==> src/rtl/inst_prefetch_queue_pkg.sv <==
// Shared types and constants for the instruction prefetch queue.
package prefetch_pkg;

    localparam int          WORD_BYTES       = 4;
    localparam logic [31:0] RESET_PC_DEFAULT = 32'h0000_0000;

    typedef struct packed {
        logic [31:0] inst;
        logic [31:0] pc_plus4;
    } inst_entry_t;

endpackage

==> src/rtl/inst_prefetch_queue_if.sv <==
// Fetch-side bundle: decode redirect, F/D dequeue port and the imem request/response bus.
interface inst_prefetch_queue_if;

    logic        redirect;
    logic [31:0] redirect_pc;
    logic        deq_ready;
    logic        deq_valid;
    logic [31:0] deq_inst;
    logic [31:0] deq_pc_plus4;
    logic        mem_req_valid;
    logic [31:0] mem_req_addr;
    logic        mem_req_ready;
    logic        mem_resp_valid;
    logic [31:0] mem_resp_data;

    modport master (
        input  redirect, redirect_pc, deq_ready, mem_req_ready, mem_resp_valid, mem_resp_data,
        output deq_valid, deq_inst, deq_pc_plus4, mem_req_valid, mem_req_addr
    );

    modport slave (
        output redirect, redirect_pc, deq_ready, mem_req_ready, mem_resp_valid, mem_resp_data,
        input  deq_valid, deq_inst, deq_pc_plus4, mem_req_valid, mem_req_addr
    );

endinterface

==> src/rtl/inst_prefetch_queue_sync_fifo.sv <==
// Synchronous FIFO with push/pop/clear and an occupancy count; DEPTH must be a power of two.
module sync_fifo #(
    parameter  int WIDTH = 32,
    parameter  int DEPTH = 4,
    localparam int PW    = $clog2(DEPTH),
    localparam int CW    = PW + 1
) (
    input  logic             clk,
    input  logic             reset,
    input  logic             clear,
    input  logic             push,
    input  logic             pop,
    input  logic [WIDTH-1:0] wr_data,
    output logic [WIDTH-1:0] rd_data,
    output logic [CW-1:0]    count
);

    logic [WIDTH-1:0] mem [DEPTH];
    logic [PW-1:0]    rd_ptr;
    logic [PW-1:0]    wr_ptr;

    // Clear discards contents without moving the write side, so pointers stay consistent.
    always_ff @(posedge clk) begin
        if (reset) begin
            rd_ptr <= '0;
            wr_ptr <= '0;
            count  <= '0;
        end else if (clear) begin
            rd_ptr <= wr_ptr;
            count  <= '0;
        end else begin
            if (push) wr_ptr <= wr_ptr + 1'b1;
            if (pop)  rd_ptr <= rd_ptr + 1'b1;
            count <= count + CW'(push) - CW'(pop);
        end
    end

    always_ff @(posedge clk) begin
        if (!reset && !clear && push) mem[wr_ptr] <= wr_data;
    end

    assign rd_data = mem[rd_ptr];

    a_no_overflow:  assert property (@(posedge clk) disable iff (reset) (push && !clear) |-> (count != CW'(DEPTH)));
    a_no_underflow: assert property (@(posedge clk) disable iff (reset) (pop && !clear) |-> (count != '0));

endmodule

==> src/rtl/inst_prefetch_queue.sv <==
// Instruction prefetcher: owns fetch PC, issues in-order imem reads, buffers words for F/D.
// Optional zero-latency response bypass when built with PREFETCH_BYPASS_EN defined.
module inst_prefetch_queue
    import prefetch_pkg::*;
#(
    parameter int          DEPTH    = 4,
    parameter logic [31:0] RESET_PC = RESET_PC_DEFAULT
) (
    input logic                  clk,
    input logic                  reset,
    inst_prefetch_queue_if.master bus
);

    localparam int CW = $clog2(DEPTH) + 1;

    logic [31:0]  fetch_pc;
    logic [CW-1:0] count;
    logic [CW-1:0] outstanding;
    logic [CW-1:0] drop;
    logic [CW:0]   in_flight;
    logic          issue_hs;
    logic          resp_accept;
    logic          has_head;
    logic          bypass_take;
    logic          data_push;
    logic          data_pop;
    logic [31:0]   tag_head;
    logic [63:0]   data_rd;
    inst_entry_t   head_entry;
    inst_entry_t   resp_entry;
    inst_entry_t   deq_entry;

    // Credits cover both buffered words and reads still in flight, so the FIFO can never overflow.
    assign in_flight         = {1'b0, count} + {1'b0, outstanding};
    assign bus.mem_req_valid = !reset && !bus.redirect && (in_flight < (CW+1)'(DEPTH));
    assign bus.mem_req_addr  = fetch_pc;
    assign issue_hs          = bus.mem_req_valid && bus.mem_req_ready;
    assign resp_accept       = bus.mem_resp_valid && (outstanding != '0);

    assign head_entry = data_rd;
    assign resp_entry = '{inst: bus.mem_resp_data, pc_plus4: tag_head};
    assign has_head   = (count != '0);

`ifdef PREFETCH_BYPASS_EN
    logic bypass;
    assign bypass        = !has_head && (drop == '0) && !bus.redirect && resp_accept;
    assign bus.deq_valid = has_head || bypass;
    assign deq_entry     = has_head ? head_entry : (bypass ? resp_entry : '0);
    assign bypass_take   = bypass && bus.deq_ready;
`else
    assign bus.deq_valid = has_head;
    assign deq_entry     = has_head ? head_entry : '0;
    assign bypass_take   = 1'b0;
`endif

    assign bus.deq_inst     = deq_entry.inst;
    assign bus.deq_pc_plus4 = deq_entry.pc_plus4;

    assign data_push = resp_accept && (drop == '0) && !bus.redirect && !bypass_take;
    assign data_pop  = has_head && bus.deq_ready && !bus.redirect;

    // A redirect marks every read still in flight after this edge as stale.
    always_ff @(posedge clk) begin
        if (reset) begin
            fetch_pc <= RESET_PC;
            drop     <= '0;
        end else if (bus.redirect) begin
            fetch_pc <= bus.redirect_pc;
            drop     <= outstanding - CW'(resp_accept);
        end else begin
            if (issue_hs) fetch_pc <= fetch_pc + 32'(WORD_BYTES);
            if (resp_accept && (drop != '0)) drop <= drop - 1'b1;
        end
    end

    sync_fifo #(.WIDTH(32), .DEPTH(DEPTH)) u_tag_fifo (
        .clk     (clk),
        .reset   (reset),
        .clear   (1'b0),
        .push    (issue_hs),
        .pop     (resp_accept),
        .wr_data (fetch_pc + 32'(WORD_BYTES)),
        .rd_data (tag_head),
        .count   (outstanding)
    );

    sync_fifo #(.WIDTH($bits(inst_entry_t)), .DEPTH(DEPTH)) u_data_fifo (
        .clk     (clk),
        .reset   (reset),
        .clear   (bus.redirect),
        .push    (data_push),
        .pop     (data_pop),
        .wr_data (resp_entry),
        .rd_data (data_rd),
        .count   (count)
    );

    a_resp_has_request: assert property (@(posedge clk) disable iff (reset) bus.mem_resp_valid |-> (outstanding != '0));

endmodule

==> src/flat_wrapper.sv <==
// flat-port wrapper written by rule: the top's interface ports become plain ports
module inst_prefetch_queue_flat import prefetch_pkg::*;
#(
    parameter int          DEPTH    = 4,
    parameter logic [31:0] RESET_PC = RESET_PC_DEFAULT
)
  (clk, reset, bus_redirect, bus_redirect_pc, bus_deq_ready, bus_mem_req_ready, bus_mem_resp_valid, bus_mem_resp_data, bus_deq_valid, bus_deq_inst, bus_deq_pc_plus4, bus_mem_req_valid, bus_mem_req_addr);
  inst_prefetch_queue_if bus_i ();
  input logic clk;
  input logic reset;
  input wire logic [$bits(bus_i.redirect)-1:0] bus_redirect;
  input wire logic [$bits(bus_i.redirect_pc)-1:0] bus_redirect_pc;
  input wire logic [$bits(bus_i.deq_ready)-1:0] bus_deq_ready;
  input wire logic [$bits(bus_i.mem_req_ready)-1:0] bus_mem_req_ready;
  input wire logic [$bits(bus_i.mem_resp_valid)-1:0] bus_mem_resp_valid;
  input wire logic [$bits(bus_i.mem_resp_data)-1:0] bus_mem_resp_data;
  output wire logic [$bits(bus_i.deq_valid)-1:0] bus_deq_valid;
  output wire logic [$bits(bus_i.deq_inst)-1:0] bus_deq_inst;
  output wire logic [$bits(bus_i.deq_pc_plus4)-1:0] bus_deq_pc_plus4;
  output wire logic [$bits(bus_i.mem_req_valid)-1:0] bus_mem_req_valid;
  output wire logic [$bits(bus_i.mem_req_addr)-1:0] bus_mem_req_addr;
  assign bus_i.redirect = bus_redirect;
  assign bus_i.redirect_pc = bus_redirect_pc;
  assign bus_i.deq_ready = bus_deq_ready;
  assign bus_i.mem_req_ready = bus_mem_req_ready;
  assign bus_i.mem_resp_valid = bus_mem_resp_valid;
  assign bus_i.mem_resp_data = bus_mem_resp_data;
  assign bus_deq_valid = bus_i.deq_valid;
  assign bus_deq_inst = bus_i.deq_inst;
  assign bus_deq_pc_plus4 = bus_i.deq_pc_plus4;
  assign bus_mem_req_valid = bus_i.mem_req_valid;
  assign bus_mem_req_addr = bus_i.mem_req_addr;
  inst_prefetch_queue #(.DEPTH(DEPTH), .RESET_PC(RESET_PC)) u_core (.clk(clk), .reset(reset), .bus(bus_i));
endmodule
==> config.mk <==
export PLATFORM = sky130hd
export DESIGN_NAME = inst_prefetch_queue_flat
export DESIGN_NICKNAME = d
export VERILOG_FILES = /design/src/rtl/inst_prefetch_queue_pkg.sv /design/src/rtl/inst_prefetch_queue_if.sv /design/src/rtl/inst_prefetch_queue_sync_fifo.sv /design/src/rtl/inst_prefetch_queue.sv /design/src/flat_wrapper.sv
export SDC_FILE = /design/constraint.sdc
export NUM_CORES = 1
export LEC_CHECK = 0
export ABC_AREA = 1
export CORE_ASPECT_RATIO = 0.6
export CORE_MARGIN = 3
export CORE_UTILIZATION = 53
export CTS_CLUSTER_DIAMETER = 100
export DETAILED_ROUTE_END_ITERATION = 12
export GPL_ROUTABILITY_DRIVEN = 0
export PLACE_DENSITY = 0.75
export SETUP_SLACK_MARGIN = 0.15
export SLEW_MARGIN = 25
export SYNTH_ARGS = -nofsm -noshare
export SYNTH_HDL_FRONTEND = slang
export SYNTH_SLANG_ARGS = --single-unit
==> constraint.sdc <==
create_clock -name clk -period 5.3 [get_ports clk]
set_clock_uncertainty 0.2 [all_clocks]
set_input_delay 1.06 -clock clk [delete_from_list [all_inputs] [get_ports clk]]
set_output_delay 1.06 -clock clk [all_outputs]
set_load 0.05 [all_outputs]
Word-level counts from Yosys, hierarchy flattened:

Memory sizes are Yosys's and may differ from the RTL's. A register that Yosys moved wholly into a read port is not among the register bits.
Index checks and enable logic that the tools add are counted.

* register bits: 49
* bits in writable memories: 384
* input port bits: 70
* output and inout port bits: 98
* memories: 2

* add/sub/neg operators: 12
* order comparisons: 1
* muxes and demuxes: 15
* bitwise logic cells: 1
* reduce and logical (&&, ||, !) cells: 22

Memories
* u_core.u_data_fifo.mem: words 4, width 64, rd ports 1, clocked after Yosys merged registers in 1, wr ports 1, RTL line inst_prefetch_queue_sync_fifo.sv:18 `logic [WIDTH-1:0] mem [DEPTH];`
* u_core.u_tag_fifo.mem: words 4, width 32, rd ports 1, clocked after Yosys merged registers in 1, wr ports 1, RTL line inst_prefetch_queue_sync_fifo.sv:18

Operator list (number)
* $mux 32: 2
* $mux 64: 1
* $add 32x3->32 const B: 1
* $mux 2: 6
* $logic_and 1x1->1: 11
* $reduce_bool 3->1: 3
* $sub 3x1->3: 3
* $add 2x1->2 const B: 4
* $add 3x1->3: 2
* $mux 3: 2
* $reduce_bool 2->1: 3
* $add 3x3->4: 1
* $lt 4x3->1 const B: 1
* $mux 1: 4
* $logic_not 3->1: 1
* $sub 3x1->3 const B: 1
* $logic_not 1->1: 2
* $reduce_and 2->1: 1
* $reduce_or 2->1: 1
* $not 1->1: 1

Depth between registers and ports, before layout:

* depth after elaboration: 7
* mapped depth: 14
* gate-level depth less buffers: 13

Modules after synthesis:

A second synthesis with hierarchy kept.

* cells, all modules: 1739
* area, all modules: 18506.5 um^2

By module, submodules not included
* sync_fifo at u_core.u_data_fifo: instances 1, cells each 740, area an instance 10024.6 um^2, sequential area each 7867.5 um^2
* sync_fifo at u_core.u_tag_fifo: instances 1, cells each 399, area an instance 5253.8 um^2, sequential area each 4023.9 um^2
* inst_prefetch_queue: instances 1, cells each 600, area an instance 3228.1 um^2, sequential area each 700.7 um^2

Worst setup path after synthesis:

Ideal clock, no wire load.

* kind: in2reg
* start point: input port bus_redirect
* end point: memory u_core.u_data_fifo.mem[0][0] in the netlist's numbering, enable pin
* setup time: 0.486 ns
* arrival time: 4.260 ns
* slack: 0.354 ns
* stages on the path: 4
* path through: buf_2 nor3_1 nand2_1 nor2_1

* longest elaborated chain between the ends: 5

Ends and longest elaborated chain
* from (decl): RTL line flat_wrapper.sv:11 `input wire logic [$bits(bus_i.redirect)-1:0] bus_redirect;`
* $logic_not 1->1 *: RTL line inst_prefetch_queue_sync_fifo.sv:39, inst_prefetch_queue.sv:59
* $logic_and 1x1->1 (on tied branches): RTL line inst_prefetch_queue_sync_fifo.sv:39, inst_prefetch_queue.sv:59
* $logic_and 1x1->1 *: RTL line inst_prefetch_queue_sync_fifo.sv:39 `if (!reset && !clear && push) mem[wr_ptr] <= wr_data;`
* $mux 1 *: RTL line inst_prefetch_queue_sync_fifo.sv:39
* $mux 1 (implied by the code) *: RTL line inst_prefetch_queue_sync_fifo.sv:39
* to (decl): RTL line inst_prefetch_queue_sync_fifo.sv:18

Mark *: on every way between the ends. The rest lies on a longest branch, timed or not.

==> results.tsv <==
stage	metric	value	unit
synthesis	synth.top_cells.by_area	edfxtp_1, nor2_1, dfxtp_1	
finish	synthToLayoutAreaGrowth	18.9	%
synthesis	yosys_register_bits	437	
clocking	cts_tree	built	
min_path	hold_depth	1	
finish	mostFrequentLayoutCell	edfxtp_1	
synthesis	muxShareOfSynthArea	0.000552	
place	dp_hpwl	24900	um
grt	grt_pass1_vias	12000	
grt	grt_pass1_wl	65700	um
synthesis	synth_fa_ha_area_frac	0.0153	
sta	fin_crit_sh	0.821	
route	via_count	12500	
setup_path	critPathKind	reg -> out	
setup_path	worstReg2RegEnd	u_core.u_data_fifo.count[2]	
synthesis	yosys.area_share.xor_xnor	0.00760	
synthesis	yosys.area.top_type_share	0.636	
clocking	clk_pin_slew	0.06	ns
clocking	hold_buffers	0	
setup_path	critPathArrivalTime	3.09	ns
sta	final.setup.worst_slack	0.950	ns
synthesis	syn_nets	1721	
sta	finalSetupViolations	0	
setup_path	rrSetupSlack	2.07	ns
place	io_buffers	167	
synthesis	synth-compound-area-share	0.101	
finish	stdcell_area	0.0215	mm2
min_path	hold_path_class	reg -> reg	
power	switching_share	0.263	
clocking	cts-root-buf	clkbuf_16	
power	p_int	5.95	mW
die	die_x	245	um
synthesis	netlist_area	0.0181	mm2
sta	worst_pin_slew	1.01	ns
synthesis	synth_edf_count	384	
sta	finalHoldViolCount	0	
die	std_cell_rows	51	
synthesis	ys_seq_area_frac	0.695	
sta	rsz0062_at_grt	no	
min_path	min_from	u_core.u_tag_fifo.rd_ptr[0]	
grt	gr-total-overflow	0	
clocking	htreeDepth	2	
place	placedCellCount	2184	
sta	tns	0	ns
die	initial_core_util	0.548	
grt	antenna_found_initial	1	
setup_path	r2r-start	u_core.u_data_fifo.count[1]	
setup_path	worstSetupStartpointType	flop	
clocking	postCtsSetupBuffers	0	
place	placed_area	0.0203	mm2
route	ant_nets	0	
finish	final_nets	1867	
synthesis	async_flop_share	0	
place	place_ws	1.32	ns
clocking	cts_resized	0	
setup_path	critPathMaxStageDelay	0.76	ns
route	wl_met2	19600	um
power	ir_drop	0.000308	V
clocking	clock-sinks	437	
route	finalWirelength	42300	um
power	combinationalPowerShare	0.150	
clocking	clockBufferDepth	3	
synthesis	yosys_warnings	0	
synthesis	synth_cell_types	41	
synthesis	avgSynthCellArea	11.1	um2
synthesis	synth_top_family_by_area	simple AND/OR/NAND/NOR gates	
route	drt_iter0_drc	1042	
setup_path	r2r_cells	11	
route	wl_met1	18700	um
power	power_density	375	mW/mm2
grt	gr-usage-all-layers	0.228	
die	die-area	0.0365	mm2
synthesis	yosysTopAreaCell	edfxtp_1	
die	die_h	149	um
die	top_level_ports	168	
route	highest_layer	met4	
synthesis	synth_cells	1630	
finish	seq_area	0.0126	mm2
setup_path	cp_max_fo	36	
finish	mostFrequentLayoutCells	edfxtp_1, nor2_1, o21ai_0	
clocking	insertion_delay	0.53	ns
synthesis	synthFlopType	edfxtp_1	
finish	multi_input_area	0.00487	mm2
power	total_power	8.07	mW
route	route.met3.wl	2800	um
synthesis	synthSimpleGateAreaFrac	0.142	
setup_path	end_kind	primary output	
route	viasPerCell	5.54	
sta	relSlewSlack	0.324	
finish	final_cells	2255	
sta	slew_viol_final	0	
route	drcViolationCount	0	
grt	grt_max_degree	129	
power	seqPwrFrac	0.500	
die	design.core.area	0.0331	mm2
setup_path	worst_ep_required_time	4.04	ns
finish	drive_gt1_frac	0.0687	
route	routedWlPerCell	18.8	um
run	cap_violations	0	
power	p_leak	7.57	nW
power	clkPwrFrac	0.349	
clocking	cts_buffers	40	
sta	fmax	230	MHz
outcome	outcome	finished clean	
route	drt_pre_antenna_iters	5	
finish	fillerInstances	2528	
setup_path	crit_chain	inv_2 -> buf_4 -> nor2_1 -> o21ai_0 -> a21oi_1 -> clkdlybuf4s50_1	
setup_path	slowest_stage	clkdlybuf4s50_1	
sta	period_needed	4.35	ns
power	p_switching	2.12	mW
==> Yosys cell counts, types with 2 or more instances <==
cell type	count
ha_1	19
a21oi_1	99
inv_1	78
clkbuf_1	41
nand3b_1	4
fa_1	2
buf_4	4
o22ai_1	32
buf_1	13
nor2_2	11
o21ai_0	208
clkinv_1	3
nand3_1	37
xnor2_1	6
a22oi_1	4
edfxtp_1	384
inv_2	6
nand2_1	181
nand2_4	2
nand2_2	5
nor3_1	4
buf_6	2
dfxtp_1	53
buf_2	24
nor2_8	3
xor2_1	6
o21ai_1	4
nor2_1	382
==> per-stage QoR <==
stage           util  hold WS [ns]
2_1_floorplan      -         0.236
3_3_place_gp   0.613         0.253
3_5_place_dp   0.613         0.264
4_1_cts        0.652         0.283
5_1_grt        0.652         0.306
6_report       0.652         0.292
==> worst max-delay path by stage <==
stage	start	end	depth (start not counted)
after floorplan	bus_redirect	u_core.u_data_fifo.mem[0][0]	4
after global placement	reset	u_core.u_tag_fifo.count[2]	12
after detailed placement	bus_redirect	u_core.u_data_fifo.count[2]	12
after CTS	flop	bus_deq_pc_plus4[12]	5
after global routing	flop	bus_deq_pc_plus4[12]	5
final	flop	bus_deq_pc_plus4[14]	6
==> metal layers <==
metal / track usage / up-vias
met5: 0 / -
met4: 0.0666 / 0
met3: 0.0420 / 88
met2: 0.369 / 443
met1: 0.321 / 6040
li1: - / 5920
==> area by class of cell <==
cell class	instances	share of cell area
sequential	437	0.585
multi-input combinational	1022	0.226
timing repair buffer	188	0.0889
clock buffer	53	0.0516
tap	450	0.0261
inverter	87	0.0152
clock inverter	17	0.00743
antenna	1	0.000116
==> worst max-delay path, delay by kind of cell, from the launching register on <==
kind | cells | cell delay, ns
AOI/OAI and AO/OA | 2 | 0.24
DFF | 1 | 0.32
buffers and inverters | 3 | 1.86
and+or+nand+nor | 1 | 0.10
==> cell families after synthesis <==
family	after synthesis
flip-flops	437
AO/OA/AOI/OAI	352
AND/OR/NAND/NOR	634
multiplexers	1
XOR/XNOR	14
adder cells (fa/ha/maj)	21
buffers and inverters	171
==> flip-flops by register name, summed over array words and instances (netlist names), named ones only <==
register	count
u_core.u_data_fifo.count	3
u_core.u_tag_fifo.mem	128
u_core.u_tag_fifo.wr_ptr	2
u_core.bus.mem_req_addr	32
u_core.u_tag_fifo.count	3
u_core.drop	3
u_core.u_data_fifo.wr_ptr	2
u_core.u_tag_fifo.rd_ptr	2
u_core.u_data_fifo.rd_ptr	2
u_core.u_data_fifo.mem	256
==> power by group through the flow <==
| stage | registers (mW) | logic, mW | clock network (mW) |
|---|---|---|---|
| 6_report | 4.04 | 1.21 | 2.82 |
| 5_1_grt | 4.05 | 1.34 | 3.01 |
| 4_1_cts | 4.04 | 1.22 | 2.87 |
| 3_5_place_dp | 4.11 | 1.21 | 0 |
| 3_3_place_gp | 4.11 | 1.18 | 0 |
| 2_1_floorplan | 4.15 | 0.743 | 0 |
(Power assumes the default switching activity.)
